==> config.mk <==
export PLATFORM = sky130hd
export DESIGN_NAME = digit_conv_ctrl
export DESIGN_NICKNAME = d
export VERILOG_FILES = /design/src/rtl/digit_conv_ctrl.sv
export SDC_FILE = /design/constraint.sdc
export NUM_CORES = 1
export LEC_CHECK = 0
export CORE_MARGIN = 2
export CORE_UTILIZATION = 30
export DETAILED_ROUTE_END_ITERATION = 8
export SLEW_MARGIN = 5
export SYNTH_ARGS = -nofsm -noshare
export SYNTH_HDL_FRONTEND = slang
export SYNTH_SLANG_ARGS = --single-unit
==> constraint.sdc <==
create_clock -name clock -period 1.7 [get_ports clock]
set_input_delay 0.425 -clock clock [delete_from_list [all_inputs] [get_ports clock]]
set_output_delay 0.425 -clock clock [all_outputs]
set_load 0.01 [all_outputs]
==> src/rtl/digit_conv_ctrl.sv <==
// Sequential 8,4,-2,-1 to BCD word converter: one shared digit converter is
// stepped over the captured word, least-significant digit first.
module digit_conv_ctrl #(
  parameter int NDIG = 4
) (
  input  logic                clock,
  input  logic                reset_b,
  input  logic                start,
  input  logic [4*NDIG-1:0]   din,
  output logic                busy,
  output logic                done,
  output logic [4*NDIG-1:0]   dout,
  output logic [NDIG-1:0]     err_mask
);

  localparam int CW = (NDIG > 1) ? $clog2(NDIG) : 1;

  typedef enum logic [1:0] {
    IDLE = 2'd0,
    CONV = 2'd1,
    DONE = 2'd2
  } state_t;

  state_t              state, state_nxt;
  logic [CW-1:0]       cnt;
  logic [4*NDIG-1:0]   cap;
  logic [3:0]          cur_code;
  logic [3:0]          cur_bcd;
  logic                cur_err;
  logic                last;

  assign last     = (cnt == CW'(NDIG - 1));
  assign cur_code = cap[{cnt, 2'b00} +: 4];

  // The single shared converter; every code outside the ten legal ones maps
  // to 4'hF and raises the error flag.
  always_comb begin
    cur_err = 1'b0;
    cur_bcd = 4'hF;
    case (cur_code)
      4'b0000: cur_bcd = 4'd0;
      4'b0111: cur_bcd = 4'd1;
      4'b0110: cur_bcd = 4'd2;
      4'b0101: cur_bcd = 4'd3;
      4'b0100: cur_bcd = 4'd4;
      4'b1011: cur_bcd = 4'd5;
      4'b1010: cur_bcd = 4'd6;
      4'b1001: cur_bcd = 4'd7;
      4'b1000: cur_bcd = 4'd8;
      4'b1111: cur_bcd = 4'd9;
      default: cur_err = 1'b1;
    endcase
  end

  // NOTE: state register uses non-blocking assignment so every flop samples
  // pre-edge values; blocking here would create order-dependent simulation.
  always_ff @(posedge clock or negedge reset_b) begin
    if (!reset_b) state <= IDLE;
    else          state <= state_nxt;
  end

  // NOTE: every output of this block gets a default first, so no path leaves
  // a signal unassigned and no latch is inferred.
  always_comb begin
    state_nxt = state;
    busy      = 1'b0;
    done      = 1'b0;
    case (state)
      IDLE: if (start) state_nxt = CONV;
      CONV: begin
        busy = 1'b1;
        if (last) state_nxt = DONE;
      end
      DONE: begin
        done      = 1'b1;
        state_nxt = IDLE;
      end
      default: state_nxt = IDLE;
    endcase
  end

  // NOTE: the captured word is a plain register, not a memory, so it is
  // cleared by reset along with the visible outputs.
  always_ff @(posedge clock or negedge reset_b) begin
    if (!reset_b) begin
      cap      <= '0;
      cnt      <= '0;
      dout     <= '0;
      err_mask <= '0;
    end else begin
      case (state)
        IDLE: if (start) begin
          cap      <= din;
          cnt      <= '0;
          dout     <= '0;
          err_mask <= '0;
        end
        CONV: begin
          dout[{cnt, 2'b00} +: 4] <= cur_bcd;
          err_mask[cnt]           <= cur_err;
          // Counter parks on the last index instead of wrapping.
          if (!last) cnt <= cnt + 1'b1;
        end
        default: ;
      endcase
    end
  end

endmodule

# --- Word level (Yosys, flattened, before mapping) ---
# Index checks and enable logic that the tools add are counted.
op_classes:
  magnitude_cmp: 2
  shift: 3
  n_addsub: 2
  reduce_logical: 9
  muxes: 18
  n_eq_ne: 15
ops:
  columns: ["op", "n"]
  rows:
  - ["$pmux 4 s10", 1]
  - ["$pmux 16 s2", 1]
  - ["$eq 4x4->1 const B", 5]
  - ["$bwmux 16", 1]
  - ["$eq 4x3->1 const B", 4]
  - ["$mux 16", 1]
  - ["$shift 4x6->16 const A", 1]
  - ["$shiftx 16x5->4", 1]
  - ["$shiftx 4x6->16", 1]
  - ["$reduce_or 10->1", 1]
  - ["$mux 2", 4]
  - ["$pmux 2 s2", 2]
  - ["$pmux 4 s2", 1]
  - ["$ne 2x2->1 const B", 3]
  - ["$neg 4->6", 1]
  - ["$reduce_and 2->1", 3]
  - ["$bwmux 4", 1]
  - ["$eq 2x2->1 const B", 2]
  - ["$logic_not 4->1", 1]
  - ["$mux 1", 4]
  - ["$mux 4", 1]
  - ["$lt 2x3->1 const B", 1]
  - ["$reduce_and 3->1", 1]
  - ["$add 2x1->2 const B", 1]
  - ["6 further kinds", 6]
totals:
  register_bits: 40
  input_bits: 19
  word_cells: 54
  out_inout_bits: 22

# --- Depth between registers and ports, before layout ---
# Gate-level depths: netlist of the first run.
depth:
  ltp_word: 6
  mapped_depth: 7
  mapped_depth_nobuf: 6

# --- Least setup slack after synthesis of the first run ---
# No wires, ideal clock.
synth_path:
  path_type: "register to register"
  startpoint: "register cnt[0]"
  endpoint: "register dout[11]"
  period_less_slack_ps: 1735
  setup_ps: 126
  arrival_time_ps: 1608
  path_slack_ps: -35
  required_time_ps: 1574
  stages_incl_launch_ff: 6
  path_cell_list: "dfrtp_1 > buf_6 > mux4_2 > o21ba_4 > xnor2_2 > o21ai_1"
synth_between:
  elab_chain_cells: 6
synth_lines:
  columns: ["item", "line_no", "text"]
  rows:
  - ["start: declaration", "25", "logic [CW-1:0] cnt;"]
  - ["start signal: assignment", "102", "if (!last) cnt <= cnt + 1'b1;"]
  - ["$shiftx 16x5->4", "33", "assign cur_code = cap[{cnt, 2'b00} +: 4];"]
  - ["$eq 4x4->1 (tied with other cells)", "40", "case (cur_code)"]
  - ["$pmux 4 s10", "40", null]
  - ["$shiftx 4x6->16", "99", "dout[{cnt, 2'b00} +: 4] <= cur_bcd;"]
  - ["$bwmux 16 *", "99", null]
  - ["$pmux 16 s2 *", "91", "case (state)"]
  - ["end signal: indexed assignment", "99", null]
  - ["end: declaration", "12", "output logic [4*NDIG-1:0] dout,"]
# Mark *: on every way between the ends. The rest lies on a longest branch, timed or not.
# A chain may end at the register's enable or synchronous reset.

# --- Worst setup path in the final report of the first run ---
layout_path:
  startpoint: "register cnt[0]"
  endpoint: "register err_mask[0]"
layout_between:
  elab_chain_cells: 6
layout_lines:
  columns: ["item", "line_no", "text"]
  rows:
  - ["$shiftx 16x5->4 (tied with other cells)", "33", null]
  - ["$eq 4x4->1 (tied with other cells)", "40", null]
  - ["$reduce_or 10->1 (no line) or $mux 1 (tied branches)", null, null]
  - ["$mux 1 or $demux 1 s2 (tied branches)", "40, 100", null]
  - ["$bwmux 4 *", "100", "err_mask[cnt] <= cur_err;"]
  - ["$pmux 4 s2 *", "91", null]
  - ["end signal: indexed assignment", "100", null]
  - ["end: declaration", "13", "output logic [NDIG-1:0] err_mask"]
# Marks and branches as above.

==> impl_results.md, run 1 <==
- CORE AREA: 5850 um^2
- Hold slack: 0.0611 ns
- Max clock buf depth: 2
- Worst-path clk slew: 0.08 ns
- Vias: 1304
- Htree depth: 2
- Placement Cell Area: 2390 um^2
- Peak VDD IR: 0.899 mV
- Antenna violations before repair: 0
- Final min period: 1.73 ns
- Leakage power: 1.09 nW
- Top-count cell post-synth: dfrtp_1
- DRC: 0
- Post-Route WL: 3.71 mm
- Commonest cells in the netlist: dfrtp_1 (40), nand2_1 (29), o21ai_1 (20), mux2_1 (16)
- Measured slew at the worst slew-check pin: 0.423 ns
- Hold bufs inserted after CTS: 0
- Initial Util: 30.8%
- Final Net Count: 230
- Yosys top cell by area: dfrtp_1
- Fin. Hold Viols: 0
- Worst hold-check path type: input pin to asynchronous set/reset pin
- GPL Wtd Cong: 0.796
- WL/cell: 13.1 um
- Setup CP Type: flip-flop to flip-flop
- Finished Layout Cells: 283
- Inserted Diodes: 0
- Area contributors post-synth: dfrtp_1 (56%), mux2_1 (10%), nand2_1 (6.1%), o21ai_1 (5.6%), mux4_2 (5.0%)
- PortBufs: 40
- Io pins: 41
- Final worst slack: -0.0251 ns
- Failing checks: negative setup slack
- Top cell type's share of synthesized area: 55.6%
- Final HPWL DP: 2.89 mm
- Layout cell share with drive strength beyond 1: 18.3%
- Endpoints failing setup: 7
- Max_cap viols: 0
- GRT Total Usage: 12.3%
- Drt pass-1 iters: 4
- Die H: 81.4 um
- Critical Path Sink Type: flip-flop
- Num Clock Sinks: 40
- Synth Flop Type: dfrtp_1
- Maximum operating frequency: 0.580 GHz
- Slew Limit Fails: 0
- Register bit total from synthesis: 40
- Crit start category: flip-flop
- Synth warnings: 0
- Rows: 28
- Initial DRC Count: 70
- Area Growth Syn to Fin: 41.0%
- Avg Cell Area, Syn: 12.1 um^2
- Vias in the first global route: 1263
- Grt total ovfl: 0
- Mapped cell area: 1800 um^2
- Required @ worst endpoint: 1.88 ns
- R2R depth: 4
- Distinct cells, synth: 27
- Antenna Violating Nets Remaining: 0
- Root Driver: clkbuf_8
- Die W: 81.4 um
- Worst-Skew Late Latency: 0.29 ns
- RSZ-0062 raised after global routing: true
- Pre-CTS setup slack: -0.181 ns
- Design area: 2540 um^2
- First-pass GRT wire length: 6.09 mm
- CTS Buf Count: 5
- Net count after synthesis: 172
- Critical-path maximum fanout: 5
- Mapped Cells: 149
- Cell Pwr Density: 2120 nW/um^2
- Crit path DAT: 1.90 ns
- Die area: 6630 um^2
- Seq/Total Area, Yosys: 55.6%
- Filler Cells Inserted: 559
- Slew Limit Headroom: 71.8%
- CTS tree: built
- Placed cell count: 274
- Post-Route Skew: 0.00735 ns
- Status: complete, but fails checks
- Largest net degree at the start of global routing: 24
- Ys async rst share: 100%
- Period utilization: 101%
- DR vias/cell: 4.61
- EDFF count, synth: 0
layout make-up:
cell class,instances,area [um^2],share of cell area (%)
Sequential cell,40,1000,39.6
Timing Repair Buffer,53,515,20.3
Clock inverter,3,42.5,1.68
Inverter,5,18.8,0.740
Tap cell,75,93.8,3.70
Multi-Input combinational cell,102,793,31.3
Clock buffer,5,68.8,2.71
state kept, by name, indices dropped and copies added, names as in the netlist:
name and count:
cnt 2, dout 16, cap 16, state 2, err_mask 4
worst paths after layout:
check	start	to	slack [ns]
max in group asynchronous	reset_b	cap[5]	1.18
worst min-delay path	reset_b	state[1]	0.06
worst min register to register	cap[11]	cap[11]	0.49
worst max register to register	cnt[0]	err_mask[0]	-0.03
worst max-delay path	cnt[0]	err_mask[0]	-0.03
min in group clock	cap[11]	cap[11]	0.49
power by group:
group          switching, mW  internal, mW  leakage, nW
Combinational           1.47          1.54        0.531
Clock                  0.330         0.434       0.0541
Sequential             0.260          1.35        0.510
Total                   2.06          3.32         1.09
routing by layer:
layer | track usage (%) | share of wire [%] | up-vias
met5 | 0 | 0 | -
met4 | 4.07 | 1.2 | 0
met3 | 3.30 | 5.5 | 5
met2 | 19.4 | 46 | 37
met1 | 16.3 | 47 | 623
li1 | - | - | 639
worst max-delay path, cell delays in order (launching register included):
cell	delay (ns)
dfrtp_2	0.44
mux4_2	0.58
o21ba_4	0.29
mux2i_4	0.21
o21ai_1	0.09
placed cells by master, fill, tap and decap left out:
master / count
a21boi_2: 1
nor2b_1: 1
a21oi_2: 1
clkdlybuf4s50_1: 37
inv_1: 5
nand3_1: 2
a22o_1: 1
nand3b_1: 1
bufinv_16: 1
buf_4: 11
nor3_1: 1
clkinvlp_4: 1
mux2i_4: 1
nand2_1: 29
o22ai_2: 1
dfrtp_2: 2
clkinv_2: 1
mux4_2: 4
o21bai_4: 1
dfrtp_1: 38
nand4_1: 1
mux2_1: 16
nor2_2: 1
a21o_1: 5
nor2_1: 5
o21ba_4: 1
clkbuf_8: 5
o21ai_1: 20
buf_2: 1
nand2b_1: 2
ha_1: 4
xnor2_4: 1
a21oi_4: 1
dlygate4sd2_1: 2
mux2_2: 1
buf_12: 2
per-stage QoR:
stage | power [mW] | utilization (%) | setup TNS [ns]
6_report | 5.38 | 43.3 | -0.0899
5_1_grt | 5.80 | 43.3 | -1.54
4_1_cts | 5.30 | 43.0 | -0.0818
3_5_place_dp | 4.41 | 40.8 | -3.56
3_3_place_gp | 4.36 | 40.8 | -2.70
2_1_floorplan | 3.35 | - | -0.0971
timing repair:
action,CTS,global route
setup endpoints to repair,22,20
pin swaps,5,2
gates resized for setup,5,3
setup buffers,1,0
hold endpoints to repair,0,0
cells by family (layout without fill, tap and decap cells):
| family | after synthesis | count (layout) | synth area share (%) |
|---|---|---|---|
| XOR/XNOR | 1 | 1 | 0.904 |
| flip-flops | 40 | 40 | 55.6 |
| adder cells (fa/ha/maj) | 4 | 4 | 2.78 |
| AND/OR/NAND/NOR | 43 | 43 | 10.1 |
| AO/OA/AOI/OAI | 32 | 32 | 11.8 |
| buffers and inverters | 7 | 66 | 1.95 |
| multiplexers | 22 | 22 | 16.9 |
No activity file was read; power rests on OpenSTA's default activity.
==> run 2: changes to the inputs <==
--- a/config.mk
+++ b/config.mk
@@ -8,6 +8,7 @@
 export CORE_MARGIN = 2
 export CORE_UTILIZATION = 30
 export DETAILED_ROUTE_END_ITERATION = 8
+export PLACE_DENSITY = 0.51
 export SLEW_MARGIN = 5
 export SYNTH_ARGS = -nofsm -noshare
 export SYNTH_HDL_FRONTEND = slang
==> run 2 against run 1 <==
Effect of this change: the run still ends with negative setup slack left; sequential share of layout area down 0.49 points; critical path depth is the same; hold slack better by 0.017 ns; cell area up 1.1%; via count rose by 0.46%; largest power group unchanged; clock power decreased by 20%; flip-flop and latch count stayed put; first-iteration DRC count shrank 20%; core utilization up 0.49 points; sequential power barely moved; clock skew shrank 0.0021 ns.
==> impl_results.md, run 2 (same netlist as run 1, synthesis figures left out) <==
- Measured slew at the worst slew-check pin: 0.461 ns (+0.0371 ns)
- DRC: 0 (unchanged)
- Top Layer Used: met4
- DR vias/cell: 4.58 (-0.59%)
- Largest net degree at the start of global routing: 22 (-8.3%)
- Peak VDD IR: 0.930 mV (+3.5%)
- Grt total ovfl: 0 (unchanged)
- Status: complete, but fails checks
- Leakage power: 1.11 nW (+1.6%)
- Pre-CTS setup slack: -0.184 ns (-0.00326 ns)
- CTS tree: built
- Die area: 6630 um^2 (unchanged)
- Design Power: 5.49 mW (+2.0%)
- Worst-path clk slew: 0.08 ns (about the same)
- Critical-path maximum fanout: 5 (unchanged)
- Crit path DAT: 1.91 ns (about the same)
- WL/cell: 13.5 um (+3.3%)
- R2R Setup Slk: -0.04 ns (about the same)
- Hold slack: 0.0782 ns (+0.0171 ns)
- Antenna violations before repair: 0 (unchanged)
- First-pass GRT wire length: 6.58 mm (+8.2%)
- PortBufs: 40 (unchanged)
- Num Clock Sinks: 40 (unchanged)
- Hold bufs inserted after CTS: 0 (unchanged)
- Root Driver: clkbuf_8
- Most frequent cells in the layout: dfrtp_1 (39), clkdlybuf4s50_1 (37), nand2_1 (29), o21ai_1 (18), mux2_1 (16)
- Final Net Count: 233 (+1.3%)
- Slew Limit Headroom: 69.3% (-2.5 points)
- Vias: 1310 (+0.46%)
- Post-Route Skew: 0.00522 ns (-0.00213 ns)
- Biggest regs: cap x16, dout x16, err_mask x4
- Setup_tns: -0.105 ns (-0.0150 ns)
- Vias in the first global route: 1391 (+10%)
- Final core utilization: 43.8% (+0.49 points)
- GPL Wtd Cong: 0.799 (+0.35%)
- Io pins: 41 (unchanged)
- Wire length on met3: 224 um (+10%)
- Htree depth: 2 (unchanged)
- Max_cap viols: 0 (unchanged)
- Inserted Diodes: 0 (unchanged)
- Wl on met1: 1.72 mm (-1.9%)
- Finished Layout Cells: 286 (+1.1%)
- Design area: 2560 um^2 (+1.1%)
- Cell Pwr Density: 2140 nW/um^2 (+0.88%)
- Final HPWL DP: 3.04 mm (+5.3%)
- Initial DRC Count: 56 (-20%)
- Layout cell share with drive strength beyond 1: 20.9% (+2.6 points)
- Initial Util: 30.8% (unchanged)
- Final min period: 1.74 ns (+0.0117 ns)
- Crit start category: flip-flop
- CORE AREA: 5850 um^2 (unchanged)
- Max clock buf depth: 2 (unchanged)
- Failing checks: negative setup slack
- Worst hold-check path type: input pin to asynchronous set/reset pin
- Critical Path Sink Type: flip-flop
- RSZ-0062 raised after global routing: true
- Die W: 81.4 um (unchanged)
- Die H: 81.4 um (unchanged)
- Final worst slack: -0.0368 ns (-0.0117 ns)
- Worst-Skew Late Latency: 0.29 ns (about the same)
- Rows: 28 (unchanged)
- Met2 routed WL: 1.90 mm (+11%)
- Most common cell after layout, fill and taps aside: dfrtp_1
- Setup CP Type: flip-flop to flip-flop
- Required @ worst endpoint: 1.87 ns (about the same)
- Slew Limit Fails: 0 (unchanged)
- Endpoints failing setup: 4 (-3)
- GRT Total Usage: 13.1% (+0.83 points)
- Period utilization: 102% (+0.69 points)
- Filler Cells Inserted: 537 (-3.9%)
- CTS Buf Count: 5 (unchanged)
- Area Growth Syn to Fin: 42.6%
- Placement Cell Area: 2380 um^2 (-0.31%)
- Placed cell count: 273 (-0.36%)
- Maximum operating frequency: 0.576 GHz (-0.67%)
- Drt pass-1 iters: 4 (unchanged)
- Post-Route WL: 3.87 mm (+4.4%)
- Fin. Hold Viols: 0 (unchanged)
- Antenna Violating Nets Remaining: 0 (unchanged)
run 2: path summary, 6_finish.rpt:
kind | startpoint | end | depth (start not counted)
min | reset_b | dout[13] | 1
max | cnt[0] | err_mask[0] | 4
max in group asynchronous | reset_b | cnt[0] | 2
max reg2reg | cnt[0] | err_mask[0] | 4
min reg2reg | err_mask[2] | err_mask[2] | 2
min in group clock | err_mask[2] | err_mask[2] | 2
run 2: routing by layer:
metal  GRT usage [%]  up-vias
li1                -      638
met1            15.8      630
met2            22.9       38
met3            3.74        4
met4            3.56        0
met5               0        -
run 2: area by class of cell:
class,instances,area (um^2),area share (%)
clock buffers,5,68.8,2.68
clock inverters,3,18.8,0.732
inverters,5,18.8,0.732
multi-input cells,102,823,32.1
flip-flops and latches,40,1000,39.1
well taps,75,93.8,3.66
repair buffers,56,539,21.0
run 2: power breakdown:
group          switching (mW)  total (mW)  internal [mW]
sequential              0.255        1.60           1.35
combinational            1.61        3.27           1.67
clock                   0.325       0.610          0.286
run 2: timing repair:
| item | in CTS | in global routing |
|---|---|---|
| resized for setup | 7 | 7 |
| buffers inserted | 2 | 3 |
| hold endpoints to repair | 0 | 0 |
| pin swaps | 8 | 5 |
| endpoints found under the setup margin | 22 | 21 |
run 2: worst max-delay path, cell delays in order, from the launching register on:
cell and delay (ns):
dfrtp_2 0.44, mux4_2 0.57, o21ba_4 0.29, mux2i_4 0.23
o21ai_1 0.09
